`config.mk`:
```
export PLATFORM = sky130hd
export DESIGN_NAME = banked_reg_file_flat
export DESIGN_NICKNAME = d
export VERILOG_FILES = /design/src/rtl/banked_reg_file_pkg.sv /design/src/rtl/banked_reg_file_if.sv /design/src/rtl/banked_reg_file_clear_fsm.sv /design/src/rtl/banked_reg_file.sv /design/src/flat_wrapper.sv
export SDC_FILE = /design/constraint.sdc
export NUM_CORES = 1
export LEC_CHECK = 0
export ABC_AREA = 1
export BUFFER_PORTS_ARGS = -buffer_cell sky130_fd_sc_hd__buf_2
export CORE_MARGIN = 2
export CORE_UTILIZATION = 55
export DETAILED_ROUTE_END_ITERATION = 10
export PLACE_DENSITY = 0.83
export SLEW_MARGIN = 30
export SYNTH_ARGS = -nofsm -noshare
export SYNTH_HDL_FRONTEND = slang
export SYNTH_HIERARCHICAL = 1
export SYNTH_SLANG_ARGS = --single-unit
```
`constraint.sdc`:
```
create_clock -name clk -period 1.5 [get_ports clk]
set_input_delay 0.075 -clock clk [delete_from_list [all_inputs] [get_ports clk]]
set_output_delay 0.075 -clock clk [all_outputs]
set_load 0.05 [all_outputs]
```
`src/rtl/banked_reg_file_pkg.sv`:
```
// Shared constants and FSM state type for the banked register file.
// The clear sequencer and the top both import this package.
package banked_reg_file_pkg;

  localparam int DEF_NUM_REGS   = 4;
  localparam int DEF_NUM_BANKS  = 2;
  localparam int DEF_DATA_WIDTH = 8;

  typedef enum logic {
    IDLE  = 1'b0,
    CLEAR = 1'b1
  } clr_state_e;

endpackage

```
`src/rtl/banked_reg_file_if.sv`:
```
// Register-file access bus: bank select, two read ports, one write port,
// bank-clear request and status back to the requester.
interface banked_reg_file_if import banked_reg_file_pkg::*; #(
  parameter int NUM_REGS   = DEF_NUM_REGS,
  parameter int NUM_BANKS  = DEF_NUM_BANKS,
  parameter int DATA_WIDTH = DEF_DATA_WIDTH
);
  localparam int AW = $clog2(NUM_REGS);
  localparam int BW = $clog2(NUM_BANKS);

  logic [BW-1:0]         bank_i;
  logic [AW-1:0]         rs_addr_i;
  logic [AW-1:0]         rt_addr_i;
  logic [AW-1:0]         wa_addr_i;
  logic                  wen_i;
  logic [DATA_WIDTH-1:0] write_data_i;
  logic                  clr_i;
  logic [BW-1:0]         clr_bank_i;
  logic [DATA_WIDTH-1:0] rs_val_o;
  logic [DATA_WIDTH-1:0] rt_val_o;
  logic                  busy_o;
  logic                  wr_drop_o;

  modport master (
    output bank_i, rs_addr_i, rt_addr_i, wa_addr_i, wen_i, write_data_i,
           clr_i, clr_bank_i,
    input  rs_val_o, rt_val_o, busy_o, wr_drop_o
  );

  modport slave (
    input  bank_i, rs_addr_i, rt_addr_i, wa_addr_i, wen_i, write_data_i,
           clr_i, clr_bank_i,
    output rs_val_o, rt_val_o, busy_o, wr_drop_o
  );
endinterface

```
`src/rtl/banked_reg_file_clear_fsm.sv`:
```
// Bank-clear sequencer: latches the requested bank and walks a pointer
// across every register of it, one register per clock.
module bank_clear_fsm import banked_reg_file_pkg::*; #(
  parameter int NUM_REGS  = DEF_NUM_REGS,
  parameter int NUM_BANKS = DEF_NUM_BANKS,
  localparam int AW = $clog2(NUM_REGS),
  localparam int BW = $clog2(NUM_BANKS)
) (
  input  logic          clk,
  input  logic          rst_n,
  input  logic          clr_i,
  input  logic [BW-1:0] clr_bank_i,
  output logic          busy_o,
  output logic          clr_en_o,
  output logic [BW-1:0] clr_bank_o,
  output logic [AW-1:0] clr_addr_o
);
  localparam logic [AW-1:0] LAST = AW'(NUM_REGS - 1);

  clr_state_e    state_q, state_d;
  logic [AW-1:0] ptr_q, ptr_d;
  logic [BW-1:0] bank_q, bank_d;

  always_ff @(posedge clk or negedge rst_n) begin
    if (!rst_n) begin
      state_q <= IDLE;
      ptr_q   <= '0;
      bank_q  <= '0;
    end else begin
      state_q <= state_d;
      ptr_q   <= ptr_d;
      bank_q  <= bank_d;
    end
  end

  always_comb begin
    state_d = state_q;
    ptr_d   = ptr_q;
    bank_d  = bank_q;
    case (state_q)
      IDLE: begin
        if (clr_i) begin
          state_d = CLEAR;
          ptr_d   = '0;
          bank_d  = clr_bank_i;
        end
      end
      CLEAR: begin
        // Leave on the last register so the pointer never wraps within a clear.
        if (ptr_q == LAST) begin
          state_d = IDLE;
          ptr_d   = '0;
        end else begin
          ptr_d = ptr_q + 1'b1;
        end
      end
      default: state_d = IDLE;
    endcase
  end

  assign busy_o     = (state_q == CLEAR);
  assign clr_en_o   = (state_q == CLEAR);
  assign clr_bank_o = bank_q;
  assign clr_addr_o = ptr_q;

endmodule

```
`src/rtl/banked_reg_file.sv`:
```
// Banked register file with two combinational read ports, one write port
// with write-through, and a background per-bank clear.
module banked_reg_file import banked_reg_file_pkg::*; #(
  parameter int NUM_REGS   = DEF_NUM_REGS,
  parameter int NUM_BANKS  = DEF_NUM_BANKS,
  parameter int DATA_WIDTH = DEF_DATA_WIDTH
) (
  input  logic            clk,
  input  logic            rst_n,
  banked_reg_file_if.slave bus
);
  localparam int AW = $clog2(NUM_REGS);
  localparam int BW = $clog2(NUM_BANKS);

  logic                  busy;
  logic                  clr_en;
  logic [BW-1:0]         clr_bank;
  logic [AW-1:0]         clr_addr;
  logic                  clr_accept;
  logic                  wr_ok;
  logic                  wr_drop_q;
  logic [DATA_WIDTH-1:0] rd_mem [NUM_BANKS][NUM_REGS];

  bank_clear_fsm #(
    .NUM_REGS  (NUM_REGS),
    .NUM_BANKS (NUM_BANKS)
  ) u_clear_fsm (
    .clk        (clk),
    .rst_n      (rst_n),
    .clr_i      (bus.clr_i),
    .clr_bank_i (bus.clr_bank_i),
    .busy_o     (busy),
    .clr_en_o   (clr_en),
    .clr_bank_o (clr_bank),
    .clr_addr_o (clr_addr)
  );

  // Writes lose to an active clear and to the cycle that starts one;
  // gating with rst_n keeps write-through from leaking out during reset.
  assign clr_accept = bus.clr_i & ~busy;
  assign wr_ok      = rst_n & bus.wen_i & ~busy & ~clr_accept;

  genvar gi, gj;
  generate
    for (gi = 0; gi < NUM_BANKS; gi++) begin : g_bank
      for (gj = 0; gj < NUM_REGS; gj++) begin : g_reg
        logic [DATA_WIDTH-1:0] cell_q;
        logic                  hit_clr;
        logic                  hit_wr;

        assign hit_clr = clr_en && (clr_bank == BW'(gi)) && (clr_addr == AW'(gj));
        assign hit_wr  = wr_ok && (bus.bank_i == BW'(gi)) && (bus.wa_addr_i == AW'(gj));

        always_ff @(posedge clk or negedge rst_n) begin
          if (!rst_n)       cell_q <= '0;
          else if (hit_clr) cell_q <= '0;
          else if (hit_wr)  cell_q <= bus.write_data_i;
        end

        assign rd_mem[gi][gj] = cell_q;
      end
    end
  endgenerate

  always_ff @(posedge clk or negedge rst_n) begin
    if (!rst_n) wr_drop_q <= 1'b0;
    else        wr_drop_q <= bus.wen_i & ~wr_ok;
  end

  assign bus.rs_val_o  = (wr_ok && bus.rs_addr_i == bus.wa_addr_i) ? bus.write_data_i
                                                                  : rd_mem[bus.bank_i][bus.rs_addr_i];
  assign bus.rt_val_o  = (wr_ok && bus.rt_addr_i == bus.wa_addr_i) ? bus.write_data_i
                                                                  : rd_mem[bus.bank_i][bus.rt_addr_i];
  assign bus.busy_o    = busy;
  assign bus.wr_drop_o = wr_drop_q;

endmodule

```
`src/flat_wrapper.sv`:
```
// flat-port wrapper written by rule: the top's interface ports become plain ports
module banked_reg_file_flat import banked_reg_file_pkg::*;
#(
  parameter int NUM_REGS   = DEF_NUM_REGS,
  parameter int NUM_BANKS  = DEF_NUM_BANKS,
  parameter int DATA_WIDTH = DEF_DATA_WIDTH
)
  (clk, rst_n, bus_bank_i, bus_rs_addr_i, bus_rt_addr_i, bus_wa_addr_i, bus_wen_i, bus_write_data_i, bus_clr_i, bus_clr_bank_i, bus_rs_val_o, bus_rt_val_o, bus_busy_o, bus_wr_drop_o);
  banked_reg_file_if #(.NUM_REGS(NUM_REGS), .NUM_BANKS(NUM_BANKS), .DATA_WIDTH(DATA_WIDTH)) bus_i ();
  input  logic clk;
  input  logic rst_n;
  input wire logic [$bits(bus_i.bank_i)-1:0] bus_bank_i;
  input wire logic [$bits(bus_i.rs_addr_i)-1:0] bus_rs_addr_i;
  input wire logic [$bits(bus_i.rt_addr_i)-1:0] bus_rt_addr_i;
  input wire logic [$bits(bus_i.wa_addr_i)-1:0] bus_wa_addr_i;
  input wire logic [$bits(bus_i.wen_i)-1:0] bus_wen_i;
  input wire logic [$bits(bus_i.write_data_i)-1:0] bus_write_data_i;
  input wire logic [$bits(bus_i.clr_i)-1:0] bus_clr_i;
  input wire logic [$bits(bus_i.clr_bank_i)-1:0] bus_clr_bank_i;
  output wire logic [$bits(bus_i.rs_val_o)-1:0] bus_rs_val_o;
  output wire logic [$bits(bus_i.rt_val_o)-1:0] bus_rt_val_o;
  output wire logic [$bits(bus_i.busy_o)-1:0] bus_busy_o;
  output wire logic [$bits(bus_i.wr_drop_o)-1:0] bus_wr_drop_o;
  assign bus_i.bank_i = bus_bank_i;
  assign bus_i.rs_addr_i = bus_rs_addr_i;
  assign bus_i.rt_addr_i = bus_rt_addr_i;
  assign bus_i.wa_addr_i = bus_wa_addr_i;
  assign bus_i.wen_i = bus_wen_i;
  assign bus_i.write_data_i = bus_write_data_i;
  assign bus_i.clr_i = bus_clr_i;
  assign bus_i.clr_bank_i = bus_clr_bank_i;
  assign bus_rs_val_o = bus_i.rs_val_o;
  assign bus_rt_val_o = bus_i.rt_val_o;
  assign bus_busy_o = bus_i.busy_o;
  assign bus_wr_drop_o = bus_i.wr_drop_o;
  banked_reg_file #(.NUM_REGS(NUM_REGS), .NUM_BANKS(NUM_BANKS), .DATA_WIDTH(DATA_WIDTH)) u_core (.clk(clk), .rst_n(rst_n), .bus(bus_i));
endmodule
```
### Word-level counts from Yosys, hierarchy flattened

Cells that the tools add are included.

* bits in registers: 69
* bits in latches: 0
* RAM bits: 0
* ROM bits: 0
* bits of input ports: 20
* output and inout port bits: 18
* word-level logic and storage cells: 104
* memories kept: 0

* add/subtract/negate cells: 1
* multiply operators: 0
* div/mod/pow operators: 0
* order comparisons: 3
* equality and inequality tests: 9
* shift-type cells: 0
* mux-type cells: 33
* bitwise logic cells: 13
* reductions and logical operators: 33

Operators with widths (number)
* 8-bit 2-to-1 mux: 22
* 32-bit 2-to-1 mux: 3
* 8-bit binary-select mux with 2-bit select: 2
* 1-bit logical AND: 22
* 2-bit nonzero test: 8
* 2-bit equality test (second input constant): 4
* 3-bit greater-or-equal comparator (second input constant): 2
* 2-bit NOT with 3-bit output: 2
* 1-bit AND: 5
* 1-bit NOT: 5
* 2-bit by 1-bit equality test with 1-bit output (second input constant): 2
* 2-bit equality test: 2
* 2-bit logical NOT: 2
* 2-bit 2-to-1 mux: 2
* 2-bit one-hot mux with 2 select lines: 1
* 2-bit by 1-bit adder with 2-bit output (second input constant): 1
* 2-bit greater-or-equal comparator (second input constant): 1
* 1-bit 2-to-1 mux: 2
* 2-bit inequality test (second input constant): 1
* 1-bit NOT with 2-bit output: 1
* 1-bit one-hot mux with 2 select lines: 1
* 2-bit AND reduction: 1

### Depth between registers and ports, before layout

Gate-level depths: netlist (run 1).

* depth in word-level cells: 8
* depth in mapped cells: 9
* gate-level depth less buffers: 8

### By module

Netlist (run 1), hierarchy kept.

By module, submodules not included
* banked_reg_file: times used 1, cells each 584, area each 3881.2 um2, seq. area each 1626.6 um2
* bank_clear_fsm: times used 1, cells each 20, area each 177.7 um2, seq. area each 100.1 um2

### Worst setup path after synthesis (run 1)

OpenSTA, ideal clock, no wires.

* path type: register to output
* from: register u_core.u_clear_fsm.state_q (netlist: u_core/u_clear_fsm/busy_o)
* to: output bus_rs_val_o[0]
* arrival time: 1720 ps
* data required time: 1425 ps
* setup slack: -295 ps
* stages on the path, launching flop included: 7
* path buffers: 0
* cell sequence: dfrtp_1 nor2_2 nand2_1 a21oi_4 nand2_4 nand2_1 nand2_1

* longest elaborated chain between the ends: 6
* elaborated cells on any way between the ends: 7

RTL lines
* start: declaration: line banked_reg_file_clear_fsm.sv:20 `clr_state_e state_q, state_d;`
* start signal: assignment: line banked_reg_file_clear_fsm.sv:30 `state_q <= state_d;`
* 1-bit NOT (no line) (*)
* 1-bit AND: line banked_reg_file.sv:40 `assign clr_accept = bus.clr_i & ~busy;`
* 1-bit NOT: line banked_reg_file.sv:41 `assign wr_ok = rst_n & bus.wen_i & ~busy & ~clr_accept;`
* 1-bit AND (*): line banked_reg_file.sv:41
* 1-bit logical AND (*): line banked_reg_file.sv:70 `assign bus.rs_val_o = (wr_ok && bus.rs_addr_i == bus.wa_addr_i) ? bus.write_data_i`
* 8-bit 2-to-1 mux (*): line banked_reg_file.sv:70
* end: declaration: line flat_wrapper.sv:20 `output wire logic [$bits(bus_i.rs_val_o)-1:0] bus_rs_val_o;`

Mark *: on every way between the ends. The rest lies on a longest branch, timed or not.

### Worst setup path in the final report (run 1)

* from: register u_core.u_clear_fsm.state_q (netlist: u_core/u_clear_fsm/busy_o)
* to: output bus_rs_val_o[7]

The elaborated chain is that of the path after synthesis.

==> reports/qor.txt, run 1 <==
Residual DRC - 0
Critical Path RT - 1.42 ns
Area grow syn2layout - 32.1%
Vias in the first global route - 4,403
Post-DRT Antenna Nets - 0
Seq/Total Area, Yosys - 0.425
Detailed-route vias per instance - 5.97
Least-Margin Pin Slew - 0.683 ns
Via count - 4,615
ANT cells - 0
Detailed Place HPWL - 9210 µm
Final hold vios - 0
Filler cells - 556
Seq cells post-synth - 69
Failing checks - setup timing
Port Buf Inserts - 37
Fmax - 553 MHz
Hold Path Class - input pin to flip-flop
Internal power - 4.45 mW
DIE AREA - 8080 µm²
H-tree Lvls - 3
Worst-skew pair later-pin latency - 0.35 ns
Hold endpoint - u_core/u_clear_fsm/clr_bank_o$_DFFE_PN0P_
Post-synth net total - 625
Seq pwr share - 0.352
Worst vdd ir - 1.01 mV
Total core area - 7210 µm²
Final Instance Area - 5360 µm²
Final worst path period need - 1.81 ns
Top post-synthesis cells by area - dfrtp_1, nand2_1, nand3_1, buf_2, nor2_2
Async S/R FF share, synth - 1.00
Min-delay src - bus_clr_i
Post-synth top area share - 0.425
WHS - 0.0278 ns
Max_cap viols - 0
Commonest cells post-synth - nand2_1, nand3_1, dfrtp_1, nor2_1, buf_2
Post-synth EDFFs - 0
Switching Share - 0.377
Max Slew Vio Count - 0
Pin count of the biggest net entering global routing - 71
Hold path cells - 3
Syn Inst Count - 604
Gpl congestion - 0.964
First drt pass iteration count - 5
Clk sink count - 69
Crit path DAT - 1.73 ns
Remaining global-route overflow - 0
Capture point of the worst reg-to-reg path - u_core/g_bank[1].g_reg[2].cell_q[5]$_DFFE_PN0P_
Clock Power Share - 0.289
Clock Tree Root - clkbuf_8
Initial DRC Count - 621
First-pass GRT wire length - 22,000 µm
Worst setup EP type - primary output
RSZ-0062 raised after global routing - true
Fraction of power consumed by combinational cells - 0.359
Worst slew margin - 0.543
R2R Path Start - u_core/u_clear_fsm/busy_o$_DFF_PN0_
Synth warnings - 6
Pleak - 2.82 nW
Dpl cell area - 4640 µm²
Drt wl/cell - 18.2 µm
CTS tree - built
Ys flop type - dfrtp_1
I/O Pins - 38
Critical path class - flip-flop to primary output
Final core utilization - 0.743
Final setup viols - 28
Clk slew on worst S/H paths - 0.08 ns
Clk buf depth - 2
Distinct cells, synth - 21
Initial antenna violation count - 0
CTS Buf Count - 9
Share of cells above drive strength 1 - 0.249
CP max FO - 9
Pwr Total - 7.13 mW
DIE HEIGHT - 89.9 µm
Cell Rows - 31
Total Wirelength - 14,100 µm
Total track usage - 0.346
Syn Area/Cell - 6.72 µm²
Final worst setup slack - -0.309 ns
Fin crit share - 1.21
Final nets - 690
Clk_skew - 0.00616 ns
R2R Setup Slk - -0.04 ns
Most frequent cell after synthesis - nand2_1
Critical path launch point type - flip-flop
Net Sw Power - 2.69 mW
R2R depth - 9
PwrDens - 1330 nW/µm²
Die width - 89.9 µm
Cell taking the most area after synthesis - dfrtp_1
Initial Utilization - 0.563
Post-Syn Area - 4060 µm²
Outcome - finished, violations left
[area by class of cell]
class | instances | area [µm²] | area share
clock inverter | 6 | 134 | 0.0250
inverter | 18 | 73.8 | 0.0138
multi-input combinational | 493 | 2510 | 0.468
tap | 99 | 124 | 0.0231
clock buffer | 10 | 138 | 0.0257
sequential | 69 | 1730 | 0.323
timing repair buffer | 78 | 653 | 0.122
[placed cells by master, fill, tap and decap left out, types with 2 or more instances in the layout]
cell type,synthesis,final
a21oi_4,2,2
nor2_1,18,18
inv_1,11,10
bufinv_16,0,4
buf_12,0,3
nor3_4,0,4
buf_6,0,14
nor3_2,3,4
dfrtp_2,0,3
buf_4,3,34
buf_8,0,3
dlygate4sd3_1,0,3
nand3_4,0,2
clkbuf_8,0,10
nor2_2,11,4
inv_2,7,6
xnor2_2,2,2
nand3_1,113,113
nor2_4,1,8
dfrtp_1,69,66
buf_2,14,21
nand2_1,329,293
nand2_4,2,33
nand2_2,1,5
[layer usage]
layer | GRT usage | up-vias | wire length (µm)
li1 | - | 2051 | -
met5 | 0 | - | 0
met1 | 0.469 | 2107 | 5290
met3 | 0.0679 | 78 | 1540
met2 | 0.527 | 379 | 6540
met4 | 0.186 | 0 | 691
[repair_timing]
item | 4_1_cts | 5_1_grt
endpoints found under the hold margin | 2 | 69
hold buffers | 2 | 1
resized for setup | 54 | 39
pin swaps | 8 | 9
gates cloned | 1 | 0
endpoints found under the setup margin | 23 | 80
buffers inserted | 1 | 4
[critical path, cell delays in order, from the launching register on]
cell and delay [ns]:
dfrtp_2 0.43, nor2_4 0.11, nand2_4 0.10, a21oi_4 0.15, buf_12 0.15, nand2_8 0.11
nand2_4 0.13, nand2_4 0.05, buf_6 0.15
[worst max path at each step]
| stage | from | to |
|---|---|---|
| after floorplan | u_core/u_clear_fsm/busy_o$_DFF_PN0_ | bus_rs_val_o[0] |
| final | u_core/u_clear_fsm/busy_o$_DFF_PN0_ | bus_rs_val_o[7] |
| after detailed placement | u_core/u_clear_fsm/busy_o$_DFF_PN0_ | bus_rs_val_o[1] |
| after CTS | u_core/u_clear_fsm/busy_o$_DFF_PN0_ | bus_rt_val_o[2] |
| after global routing | u_core/u_clear_fsm/busy_o$_DFF_PN0_ | bus_rs_val_o[7] |
| after global placement | u_core/u_clear_fsm/busy_o$_DFF_PN0_ | bus_rs_val_o[3] |
[stage by stage]
stage | cells | setup WS, ns | setup TNS (ns)
global placement | 748 | -0.0598 | -0.636
floorplan | 604 | 0.00812 | 0
detailed placement | 748 | -0.102 | -1.16
global route | 773 | -0.382 | -7.96
finish | 773 | -0.309 | -4.71
CTS | 768 | -0.309 | -4.69
[logic make-up after synthesis]
family | after synthesis | share of synthesized area
AND/OR/NAND/NOR | 485 | 0.506
flip-flops | 69 | 0.425
buffers and inverters | 43 | 0.0469
AO/OA/AOI/OAI | 4 | 0.0111
XOR/XNOR | 2 | 0.00801
adder cells (fa/ha/maj) | 1 | 0.00308
[power groups by stage]
stage,registers (mW),clock network (mW),logic [mW]
final,2.51,2.06,2.56
after CTS,2.48,2.07,2.24
after global routing,2.55,2.16,2.76
after floorplan,2.51,0,1.37
after global placement,2.50,0,2.03
after detailed placement,2.51,0,2.09
[registers in the layout (all words and copies together), names as in the netlist]
name and cells:
u_core/u_clear_fsm/clr_addr_o 2, u_core/u_clear_fsm/clr_bank_o 1, u_core/bus.wr_drop_o 1, u_core/u_clear_fsm/busy_o 1, u_core/g_bank.g.cell_q 64
Power figures use the tool's default switching activity.
==> run 2, diff against run 1 <==
--- a/config.mk
+++ b/config.mk
@@ -16,3 +16,4 @@
 export SYNTH_HDL_FRONTEND = slang
 export SYNTH_HIERARCHICAL = 1
 export SYNTH_SLANG_ARGS = --single-unit
+export TNS_END_PERCENT = 50
==> run 2 against run 1 <==
- the flow still finishes with violations (setup timing)
- sequential power barely moved
- design area decreased by 0.54%
- non-clock buffer count fell by 2
- critical endpoint unchanged
==> reports/qor.txt, run 2 (same netlist as run 1, synthesis figures left out) <==
Final hold vios - 0 (unchanged)
R2R depth - 9 (unchanged)
DIE AREA - 8080 µm² (unchanged)
Detailed Place HPWL - 9210 µm (unchanged)
DIE HEIGHT - 89.9 µm (unchanged)
R2R Setup Slk - -0.05 ns (about the same)
Drt wl/cell - 17.8 µm (-2.2%)
PwrDens - 1320 nW/µm² (-0.66%)
Final worst path period need - 1.81 ns (-0.00137 ns)
Clock Tree Root - clkbuf_8
First drt pass iteration count - 5 (unchanged)
Hold path cells - 3 (unchanged)
Final setup viols - 25 (-11%)
Initial antenna violation count - 0 (unchanged)
Max_cap viols - 0 (unchanged)
Final cell count without fillers - 771 (-0.26%)
Least-Margin Pin Slew - 0.668 ns (-0.0148 ns)
Clk_skew - 0.00554 ns (-0.000628 ns)
Final nets - 688 (-0.29%)
Remaining global-route overflow - 0 (unchanged)
CTS tree - built
WHS - 0.0290 ns (+0.00122 ns)
Initial DRC Count - 640 (+3.1%)
Outcome - finished, violations left
Worst setup EP type - primary output
Critical path launch point type - flip-flop
Vias in the first global route - 4,403 (unchanged)
Filler cells - 557 (+0.18%)
Crit path DAT - 1.73 ns (about the same)
CP max FO - 9 (unchanged)
Cell Rows - 31 (unchanged)
Failing checks - setup timing
Post-DRT Antenna Nets - 0 (unchanged)
Fin crit share - 1.21 (about the same)
Fmax - 553 MHz (about the same)
Biggest register - u_core/g_bank.g.cell_q
Most common cell after layout, fill and taps aside - nand2_1
Worst-skew pair later-pin latency - 0.35 ns (about the same)
Total track usage - 0.346 (unchanged)
Gpl congestion - 0.964 (unchanged)
Worst slew margin - 0.553 (+0.00993)
RSZ-0062 raised after global routing - true
Die width - 89.9 µm (unchanged)
Via count - 4,562 (-1.1%)
TNS Setup - -4.54 ns (+0.174 ns)
Detailed-route vias per instance - 5.92 (-0.89%)
ANT cells - 0 (unchanged)
Worst vdd ir - 1.01 mV (-0.31%)
Port Buf Inserts - 37 (unchanged)
Placed insts - 748 (unchanged)
Clk buf depth - 2 (unchanged)
Initial Utilization - 0.563 (unchanged)
Clk slew on worst S/H paths - 0.08 ns (about the same)
First-pass GRT wire length - 22,000 µm (unchanged)
Pin count of the biggest net entering global routing - 71 (unchanged)
Capture point of the worst reg-to-reg path - u_core/g_bank[1].g_reg[2].cell_q[1]$_DFFE_PN0P_
Min-delay src - bus_write_data_i[1]
Commonest cells after routing, fill and taps aside - nand2_1, nand3_1, dfrtp_1, nand2_4, buf_4
Residual DRC - 0 (unchanged)
Critical path class - flip-flop to primary output
Total Wirelength - 13,700 µm (-2.5%)
Max Slew Vio Count - 0 (unchanged)
I/O Pins - 38 (unchanged)
Total core area - 7210 µm² (unchanged)
H-tree Lvls - 3 (unchanged)
Hold Path Class - input pin to flip-flop
CTS Buf Count - 9 (unchanged)
Critical Path RT - 1.42 ns (about the same)
Max reg flops - 64 (unchanged)
Share of cells above drive strength 1 - 0.244 (-0.00521)
R2R Path Start - u_core/u_clear_fsm/busy_o$_DFF_PN0_
Area grow syn2layout - 31.4%
Pleak - 2.81 nW (-0.28%)
Final worst setup slack - -0.308 ns (+0.00137 ns)
Pwr Total - 7.05 mW (-1.2%)
Clk sink count - 69 (unchanged)
Hold endpoint - u_core/g_bank[0].g_reg[1].cell_q[1]$_DFFE_PN0P_
==> run 2: cell count changes in the layout (fill, tap and decap cells not counted) <==
cell	change
nor2_2	+1
nor2_4	-1
inv_1	+1
nor3_1	+1
buf_4	-2
clkinvlp_4	-1
nor3_2	-1
==> run 2: critical path, stage by stage, from the launching register on <==
cell	delay (ns)
dfrtp_2	0.43
nor2_4	0.11
nand2_4	0.10
a21oi_4	0.15
buf_12	0.15
nand2_8	0.11
nand2_4	0.13
nand2_4	0.05
buf_6	0.15
==> run 2: through the flow <==
step	worst slack, ns	area, µm²	utilization
after floorplan	0.00812	4190	-
after global placement	-0.0598	4640	0.644
after detailed placement	-0.102	4640	0.644
after CTS	-0.309	5140	0.713
after global routing	-0.377	5330	0.739
final	-0.308	5330	0.739
==> run 2: layer usage <==
layer / share of wire / track usage
met2: 0.47 / 0.527
met4: 0.044 / 0.186
met1: 0.37 / 0.469
met5: 0 / 0
met3: 0.12 / 0.0679
==> run 2: final cells by class <==
| class | instances | area [µm²] | area share |
|---|---|---|---|
| clock inverter | 6 | 134 | 0.0251 |
| inverter | 18 | 70.1 | 0.0131 |
| tap | 99 | 124 | 0.0232 |
| timing repair buffer | 76 | 638 | 0.120 |
| clock buffer | 10 | 138 | 0.0258 |
| sequential | 69 | 1730 | 0.324 |
| multi-input combinational | 493 | 2500 | 0.469 |
==> run 2: what timing repair did <==
| action | in CTS | in global routing |
|---|---|---|
| setup endpoints to repair | 23 | 80 |
| buffers inserted | 1 | 2 |
| resized for setup | 54 | 36 |
| hold buffers | 2 | 1 |
| cloned | 1 | 0 |
| pin swaps | 8 | 9 |
| hold endpoints to repair | 2 | 69 |
==> run 2: worst max path at each step <==
stage | from | to
floorplan | u_core/u_clear_fsm/busy_o$_DFF_PN0_ | bus_rs_val_o[0]
global placement | u_core/u_clear_fsm/busy_o$_DFF_PN0_ | bus_rs_val_o[3]
detailed placement | u_core/u_clear_fsm/busy_o$_DFF_PN0_ | bus_rs_val_o[1]
CTS | u_core/u_clear_fsm/busy_o$_DFF_PN0_ | bus_rt_val_o[2]
global route | u_core/u_clear_fsm/busy_o$_DFF_PN0_ | bus_rs_val_o[7]
finish | u_core/u_clear_fsm/busy_o$_DFF_PN0_ | bus_rs_val_o[7]
==> run 2: report_power, final <==
part | leakage (nW) | total, mW | internal (mW) | switching [mW]
clock network | 0.136 | 2.06 | 1.32 | 0.738
registers | 0.942 | 2.53 | 2.23 | 0.294
logic | 1.74 | 2.47 | 0.859 | 1.61
